[src/rtl/hazard_pkg.sv]
// Shared encodings for the hazard/forwarding controller: operand-forward selects and freeze FSM states.
package hazard_pkg;

    typedef enum logic [1:0] {
        FWD_REG = 2'b00,
        FWD_MEM = 2'b01,
        FWD_WB  = 2'b10
    } fwd_sel_t;

    typedef enum logic [1:0] {
        ST_RUN  = 2'b00,
        ST_WAIT = 2'b01,
        ST_ERR  = 2'b10
    } state_t;

endpackage

[src/rtl/sat_counter.sv]
// Saturating up-counter with synchronous clear; clear wins over increment.
module sat_counter #(
    parameter int W = 16
) (
    input  logic         clk,
    input  logic         rst,
    input  logic         clr,
    input  logic         inc,
    output logic [W-1:0] cnt
);

    logic [W-1:0] cnt_q, cnt_d;

    always_comb begin
        cnt_d = cnt_q;
        if (clr) begin
            cnt_d = '0;
        end else if (inc && (cnt_q != {W{1'b1}})) begin
            cnt_d = cnt_q + 1'b1;
        end
    end

    always_ff @(posedge clk or posedge rst) begin
        if (rst) cnt_q <= '0;
        else     cnt_q <= cnt_d;
    end

    assign cnt = cnt_q;

endmodule

[src/rtl/hazard_fwd_unit.sv]
// Hazard/forwarding controller for the 5-stage pipeline plus memory-wait freeze FSM.
//   state   | meaning
//   ST_RUN  | normal flow; freeze only while a new request is outstanding
//   ST_WAIT | waiting for mem_ready, counting cycles toward the timeout
//   ST_ERR  | memory timed out; pipeline frozen until reset
module hazard_fwd_unit
    import hazard_pkg::*;
#(
    parameter int REG_AW  = 4,
    parameter int CNT_W   = 16,
    parameter int TIMEOUT = 255
) (
    input  logic              clk,
    input  logic              rst,
    input  logic              fwd_en,
    input  logic [REG_AW-1:0] src1,
    input  logic [REG_AW-1:0] src2,
    input  logic              two_src,
    input  logic [REG_AW-1:0] exe_dest,
    input  logic              exe_wb_en,
    input  logic              exe_mem_r_en,
    input  logic [REG_AW-1:0] mem_dest,
    input  logic              mem_wb_en,
    input  logic [REG_AW-1:0] wb_dest,
    input  logic              wb_wb_en,
    input  logic              branch_taken,
    input  logic              mem_req,
    input  logic              mem_ready,
    input  logic              clr_cnt,
    output logic              hazard_detected,
    output logic              freeze,
    output logic [1:0]        sel_src1,
    output logic [1:0]        sel_src2,
    output logic              mem_timeout,
    output logic [CNT_W-1:0]  stall_cnt,
    output logic [CNT_W-1:0]  freeze_cnt
);

    localparam int WCW = $clog2(TIMEOUT + 1);
    localparam logic [WCW-1:0] TO_VAL = WCW'(TIMEOUT);

    logic exe_hit, mem_hit, hazard;

    assign exe_hit = (src1 == exe_dest) || (two_src && (src2 == exe_dest));
    assign mem_hit = (src1 == mem_dest) || (two_src && (src2 == mem_dest));

    // With forwarding only a load in EXE cannot be bypassed; the flush always wins.
    always_comb begin
        hazard = 1'b0;
        if (fwd_en) hazard = exe_wb_en && exe_mem_r_en && exe_hit;
        else        hazard = (exe_wb_en && exe_hit) || (mem_wb_en && mem_hit);
        if (branch_taken) hazard = 1'b0;
    end

    assign hazard_detected = hazard;

    logic [REG_AW-1:0] r_src1_q, r_src1_d, r_src2_q, r_src2_d;
    logic              r_two_src_q, r_two_src_d, r_valid_q, r_valid_d;
    state_t            state_q, state_d;
    logic [WCW-1:0]    wait_cnt_q, wait_cnt_d;
    logic              mem_timeout_q, mem_timeout_d;
    logic              frz;

    always_comb begin
        r_src1_d    = r_src1_q;
        r_src2_d    = r_src2_q;
        r_two_src_d = r_two_src_q;
        r_valid_d   = r_valid_q;
        if (!frz) begin
            if (branch_taken || hazard) begin
                r_valid_d = 1'b0;
            end else begin
                r_src1_d    = src1;
                r_src2_d    = src2;
                r_two_src_d = two_src;
                r_valid_d   = 1'b1;
            end
        end
    end

    always_comb begin
        state_d       = state_q;
        wait_cnt_d    = wait_cnt_q;
        mem_timeout_d = mem_timeout_q;
        frz           = 1'b0;
        case (state_q)
            ST_RUN: begin
                frz = mem_req && !mem_ready;
                if (mem_req && !mem_ready) begin
                    state_d    = ST_WAIT;
                    wait_cnt_d = WCW'(1);
                end
            end
            ST_WAIT: begin
                frz = !mem_ready;
                if (mem_ready) begin
                    state_d    = ST_RUN;
                    wait_cnt_d = '0;
                end else if (wait_cnt_q == TO_VAL) begin
                    state_d       = ST_ERR;
                    mem_timeout_d = 1'b1;
                end else begin
                    wait_cnt_d = wait_cnt_q + 1'b1;
                end
            end
            ST_ERR: begin
                frz           = 1'b1;
                mem_timeout_d = 1'b1;
            end
            default: state_d = ST_RUN;
        endcase
    end

    always_ff @(posedge clk or posedge rst) begin
        if (rst) begin
            r_src1_q      <= '0;
            r_src2_q      <= '0;
            r_two_src_q   <= 1'b0;
            r_valid_q     <= 1'b0;
            state_q       <= ST_RUN;
            wait_cnt_q    <= '0;
            mem_timeout_q <= 1'b0;
        end else begin
            r_src1_q      <= r_src1_d;
            r_src2_q      <= r_src2_d;
            r_two_src_q   <= r_two_src_d;
            r_valid_q     <= r_valid_d;
            state_q       <= state_d;
            wait_cnt_q    <= wait_cnt_d;
            mem_timeout_q <= mem_timeout_d;
        end
    end

    fwd_sel_t sel1, sel2;

    // MEM result is younger than WB, so it takes priority.
    always_comb begin
        sel1 = FWD_REG;
        sel2 = FWD_REG;
        if (fwd_en && r_valid_q) begin
            if (mem_wb_en && (r_src1_q == mem_dest))     sel1 = FWD_MEM;
            else if (wb_wb_en && (r_src1_q == wb_dest))  sel1 = FWD_WB;
            if (r_two_src_q) begin
                if (mem_wb_en && (r_src2_q == mem_dest))    sel2 = FWD_MEM;
                else if (wb_wb_en && (r_src2_q == wb_dest)) sel2 = FWD_WB;
            end
        end
    end

    assign sel_src1    = sel1;
    assign sel_src2    = sel2;
    assign freeze      = frz;
    assign mem_timeout = mem_timeout_q;

    sat_counter #(.W(CNT_W)) u_stall_cnt (
        .clk (clk),
        .rst (rst),
        .clr (clr_cnt),
        .inc (hazard && !frz),
        .cnt (stall_cnt)
    );

    sat_counter #(.W(CNT_W)) u_freeze_cnt (
        .clk (clk),
        .rst (rst),
        .clr (clr_cnt),
        .inc (frz),
        .cnt (freeze_cnt)
    );

endmodule

[config.mk]
export PLATFORM = sky130hd
export DESIGN_NAME = hazard_fwd_unit
export DESIGN_NICKNAME = d
export VERILOG_FILES = /design/src/rtl/hazard_pkg.sv /design/src/rtl/sat_counter.sv /design/src/rtl/hazard_fwd_unit.sv
export SDC_FILE = /design/constraint.sdc
export NUM_CORES = 1
export LEC_CHECK = 0
export BUFFER_PORTS_ARGS = -buffer_cell sky130_fd_sc_hd__buf_2
export CORE_ASPECT_RATIO = 1.2
export CORE_UTILIZATION = 30
export CTS_CLUSTER_DIAMETER = 200
export DETAILED_ROUTE_END_ITERATION = 12
export PLACE_DENSITY_LB_ADDON = 0.25
export SETUP_SLACK_MARGIN = 0.2
export SYNTH_ARGS = -nofsm -noshare
export SYNTH_HDL_FRONTEND = slang
export SYNTH_SLANG_ARGS = --single-unit
export TNS_END_PERCENT = 50
[constraint.sdc]
create_clock -name clk -period 2 [get_ports clk]
set_input_delay 0.1 -clock clk [delete_from_list [all_inputs] [get_ports clk]]
set_output_delay 0.1 -clock clk [all_outputs]
set_load 0.005 [all_outputs]
# Word-level counts from Yosys, hierarchy flattened
# Cells that the tools add are included.
[op_classes] add_sub_neg=3 mux=26 n_reduce_logical=30 bitwise_logic=3 eq_ne=18
[ops] cell="two-way mux 16 bit" count=4
[ops] cell="adder 16 x 1 -> 16 bit, second input constant" count=2
[ops] cell="== test 4 bit" count=8
[ops] cell="!= test 16 bit, second input constant" count=2
[ops] cell="two-way mux 8 bit" count=3
[ops] cell="two-way mux 2 bit" count=10
[ops] cell="one-hot mux 8 bit (2 select lines)" count=1
[ops] cell="logical AND 1 bit" count=15
[ops] cell="AND reduction 3 bit" count=3
[ops] cell="adder 8 x 1 -> 8 bit, second input constant" count=1
[ops] cell="== test 8 bit, second input constant" count=1
[ops] cell="nonzero test 2 bit" count=4
[ops] cell="!= test 2 bit, second input constant" count=3
[ops] cell="!= test 3 bit, second input constant" count=2
[ops] cell="one-hot mux 2 bit (3 select lines)" count=1
[ops] cell="two-way mux 1 bit" count=5
[ops] cell="logical OR 1 bit" count=4
[ops] cell="inverter 1 bit" count=3
[ops] cell="one-hot mux 1 bit (3 select lines)" count=1
[ops] cell="== test 2 x 1 -> 1 bit, second input constant" count=1
[ops] cell="== test 2 bit, second input constant" count=1
[ops] cell="logical NOT 1 bit" count=2
[ops] cell="logical NOT 2 bit" count=1
[ops] cell="one-hot mux 1 bit (2 select lines)" count=1
[ops] cell="AND reduction 2 bit" count=1
[totals] output_inout_bits=39 in_bits=32 reg_bits=53 wordCells=89

# Logic depth before layout (Yosys ltp)
[depth] word_depth=11 mapped_depth=8 ltp_nobuf=7

# Cells and area by module
# From an unflattened synthesis, not the netlist that was laid out.
[unflattened] cells_unflattened=346 hier_area_um2=3300.7
[by_module_without_submodules] module="sat_counter" cells_each=101 seq_area_each_um2=400.4 area_each_um2=932.1 instances=2
[by_module_without_submodules] module="hazard_fwd_unit" cells_each=144 seq_area_each_um2=525.5 area_each_um2=1436.4 instances=1

# Worst setup path before layout
# No wires, ideal clock.
[synth_path] path_kind="reg2reg" from="reg u_stall_cnt.cnt_q[0], in the netlist u_stall_cnt.cnt[0]" to="reg u_stall_cnt.cnt_q[13], in the netlist u_stall_cnt.cnt[13]" n_path_buf=1 required_ns=1.922 setup_ns=0.078 period_less_slack_ns=2.021 t_arrival_ns=1.943 path_stages_with_launch=8 slack_ns=-0.021 path_cell_list="dfrtp_1 -> ha_1 -> nand4_1 -> nor3_1 -> or3_1 -> clkbuf_1 -> or4_1 -> a21oi_1"
[synth_via] elab_chain_cells=3 word_cells_on_any_way=6 cone_classes="add/sub: 1; eq/ne: 1; mux: 2; reduce/logical: 2"
[synth_lines] element="start, declared" line="sat_counter.sv:12" source="logic [W-1:0] cnt_q, cnt_d;"
[synth_lines] element="start signal, assigned" line="sat_counter.sv:25" source="else cnt_q <= cnt_d;"
[synth_lines] element="adder 16 x 1 -> 16 bit / != test 16 bit (equally long branches)" line="sat_counter.sv:19, sat_counter.sv:18"
[synth_lines] element="two-way mux 16 bit / logical AND 1 bit (equally long branches)" line="sat_counter.sv:18" source="end else if (inc && (cnt_q != {W{1'b1}})) begin"
[synth_lines] element="two-way mux 16 bit / nonzero test 2 bit (equally long branches)"
# Parallel ways exist; a longest one is shown, timed or not. The select of a mux whose other input is x is not followed.
# A chain may end at the register's enable or synchronous reset.

# Worst setup path after layout
[layout_path] from="reg state_q[1]" to="reg u_freeze_cnt.cnt_q[7], in the netlist u_freeze_cnt.cnt[7]"
[layout_via] elab_chain_cells=4 word_cells_on_any_way=6 cone_classes="eq/ne: 2; mux: 1; reduce/logical: 3"
[layout_lines] element="start, declared" line="hazard_fwd_unit.sv:59" source="state_t state_q, state_d;"
[layout_lines] element="start signal, assigned" line="hazard_fwd_unit.sv:128" source="state_q <= state_d;"
[layout_lines] element="== test 2 bit (tied with other cells)" line="hazard_fwd_unit.sv:86" source="case (state_q)"
[layout_lines] element="one-hot mux 1 bit (3 select lines) (*)" line="hazard_fwd_unit.sv:86"
[layout_lines] element="logical AND 1 bit (*)" line="sat_counter.sv:18"
[layout_lines] element="nonzero test 2 bit (no line) (*)"
[layout_lines] element="end signal, assigned" line="sat_counter.sv:25"
[layout_lines] element="end, declared" line="sat_counter.sv:12"
# Every way passes the cells marked *; elsewhere a longest branch is shown, timed or not.

==> run summary <==
Average cell area after synthesis - 9.52 µm²
Starting Density - 30.9%
Most frequent cells in the layout - buf_2 (71), dfrtp_1 (51), xnor2_1 (35)
ANT cells - 0
Initial antenna violation count - 0
Clk pwr share - 38.6%
# nets final - 465
Slew margin rel. - 50.3%
Seq pwr share - 45.9%
Num CTS Buffers - 5
Worst-path fanout max - 8
Fin crit share - 90.3%
Pre-Repair DR Iteration Count - 4
R2R setup slack - 190 ps
CTS Root Cell - clkbuf_16
Pleak - 0.00189 µW
Clock Latency Late Sink - 290 ps
Net switching power - 635 µW
Final core occ - 42.5%
WL final - 8.06 mm
Top FF cell, synth - dfrtp_1
Gp weighted congestion - 0.816
Worst Path Required - 2210 ps
Final max-slew violation count - 0
Overall Global Routing Usage - 14.7%
Worst path arrival time - 2020 ps
Final setup skew - 9.79 ps
Yosys cell types - 41
Die Y-Extent - 113 µm
Sequential-to-total area share from yosys stat - 42.8%
Vias in the first global route - 2682
Routed WL per cell - 14.5 µm
R2R Path Start - state_q[1]
#FFs+latches synth - 53
Final non-filler cell total - 557
Hold Path End - r_two_src_q
RSZ-0062 raised after global routing - yes
Detailed Place HPWL - 5.79 mm
Clock tree buffer depth - 2
VDD IR max - 0.445 mV
Commonest non-fill, non-tap cell in the layout - buf_2
Final min period - 1810 ps
Sw Ratio - 24.6%
Gate power share - 15.5%
Share of layout cells above drive strength 1 - 39.4%
Hold Crit Depth - 2
Max-Cap Viols - 0
IO Port Bufs - 70
Area of the core - 10000 µm²
Reg2reg end - u_freeze_cnt.cnt[7]
FF-to-FF path depth - 7
Syn Std Cell Area - 3100 µm²
Async SR Flop Fraction - 100%
CTS tree - done
Post-route ant nets - 0
Fillers - 1030
Maximum clock rate - 554 MHz
Cell count after synthesis - 325
Min Hold Slack - 99.4 ps
Measured slew at the worst slew-check pin - 745 ps
Status - completed
Initial DRC count - 89
Syn_nets - 360
Site Rows - 40
Hold Vio Cnt, Final - 0
Synth warn - 0
Crit end category - flip-flop
Worst Setup Path Type - reg -> reg
Total number of vias - 2800
Clk sinks - 53
Vias/cell - 5.03
Global-route wire length before repair - 12.5 mm
Area growth, synth to finish - 37.5%
Worst Hold Class - in -> reg
H-tree Lvls - 2
Pwr Density - 607 nW/µm²
Io pins - 71
Detailed-route DRC error count - 0
Clock slew at reported path FFs - 70 ps
Largest net degree at the start of global routing - 37
Internal power - 1950 µW
EDFF count, synth - 0
Total global routing overflow - 0
Total die area - 10700 µm²
Hold path startpoint - two_src
Final setup vio count - 0
Placed cells - 530
Critical Path Start Type - flip-flop
Chip Width - 94.7 µm
synthesized netlist by cell type, drive strengths merged, types with 2 or more instances:
cell	number	area share, %
dfrtp	53	43
xnor2	35	9.9
nor2	33	4.1
nand3	20	3.2
a21oi	19	3.2
o21ai	16	2.8
nand4	14	2.8
nand2	13	1.6
nor3	13	2.3
xor2	13	3.7
mux2	12	4.4
or3	12	2.4
inv	9	1.1
and3	6	1.2
and4	6	1.7
or4	6	1.5
buf	5	1.0
clkbuf	5	0.61
nor2b	4	0.81
o31ai	4	0.97
ha	3	1.2
o2111ai	3	0.85
a211oi	2	0.48
mux2i	2	0.65
nand2b	2	0.40
nor4b	2	0.57
o211ai	2	0.48
o21a	2	0.48
or2	2	0.40
area by class of cell:
class	instances	area [µm²]	share of cell area, %
Tap cell	126	158	3.70
Timing Repair Buffer	108	656	15.4
Clock buffer	6	139	3.26
Sequential cell	53	1330	31.2
Multi-Input combinational cell	253	1900	44.6
Inverter	9	38.8	0.911
Clock inverter	2	37.5	0.882
worst max-delay path, stage by stage, from the launching register on:
cell and delay (ps):
dfrtp_1 420, or2_4 260, o21a_4 230, inv_6 80, o211ai_1 110, buf_4 190, or3_1 320, a21oi_2 130
worst max path at each step:
stage / start / to / cells after the start
2_1_floorplan: state_q[0] / r_src1_q[0] / 5
3_3_place_gp: state_q[1] / u_freeze_cnt.cnt[15] / 7
3_5_place_dp: state_q[1] / u_freeze_cnt.cnt[15] / 7
4_1_cts: state_q[0] / wait_cnt_q[7] / 7
5_1_grt: state_q[1] / u_freeze_cnt.cnt[7] / 7
6_report: state_q[1] / u_freeze_cnt.cnt[7] / 7
cells by family (layout without fill, tap and decap cells):
| group | count (synthesis) | in the layout | synth area share (%) |
|---|---|---|---|
| buf+inv | 19 | 125 | 2.71 |
| simple gates | 136 | 136 | 23.7 |
| compound gates | 52 | 52 | 11.0 |
| mux | 14 | 14 | 5.01 |
| flops | 53 | 53 | 42.8 |
| fa+ha+maj | 3 | 3 | 1.21 |
| xor+xnor | 48 | 48 | 13.6 |
what timing repair did:
item | 4_1_cts | 5_1_grt
gates resized for setup | 12 | 35
cloned | 0 | 1
hold endpoints to repair | 23 | 0
pin swaps | 7 | 16
endpoints found under the setup margin | 38 | 47
hold buffers | 1 | 0
setup buffers | 9 | 8
power groups by stage:
stage	combinational (µW)	clock [µW]	sequential (µW)
floorplan	248	0	1190
global placement	361	0	1210
detailed placement	370	0	1210
CTS	386	1030	1190
global route	442	1070	1190
finish	401	997	1190
sequential cells by signal, summed over array words and instances (netlist names):
signal	cells
u_freeze_cnt.cnt	16
r_src1_q	4
wait_cnt_q	8
state_q	2
r_valid_q	1
r_src2_q	4
u_stall_cnt.cnt	16
r_two_src_q	1
mem_timeout	1
layer usage:
metal | vias to the layer above | track usage [%] | share of wire, %
li1 | 1380 | - | -
met1 | 1358 | 17.6 | 43
met2 | 60 | 26.6 | 52
met3 | 2 | 2.96 | 4.4
met4 | 0 | 3.23 | 0.53
met5 | - | 0 | 0
metrics by stage:
| step | setup TNS, ps | instance area (µm²) | total power, µW | worst slack, ps |
|---|---|---|---|---|
| 6_report | 0 | 4260 | 2580 | 195 |
| 5_1_grt | 0 | 4260 | 2700 | 89.8 |
| 4_1_cts | 0 | 4030 | 2600 | 154 |
| 3_5_place_dp | -332 | 3720 | 1580 | -87.7 |
| 3_3_place_gp | -220 | 3720 | 1570 | -72.3 |
| 2_1_floorplan | 0 | 3110 | 1440 | 180 |
(Power assumes the default switching activity.)
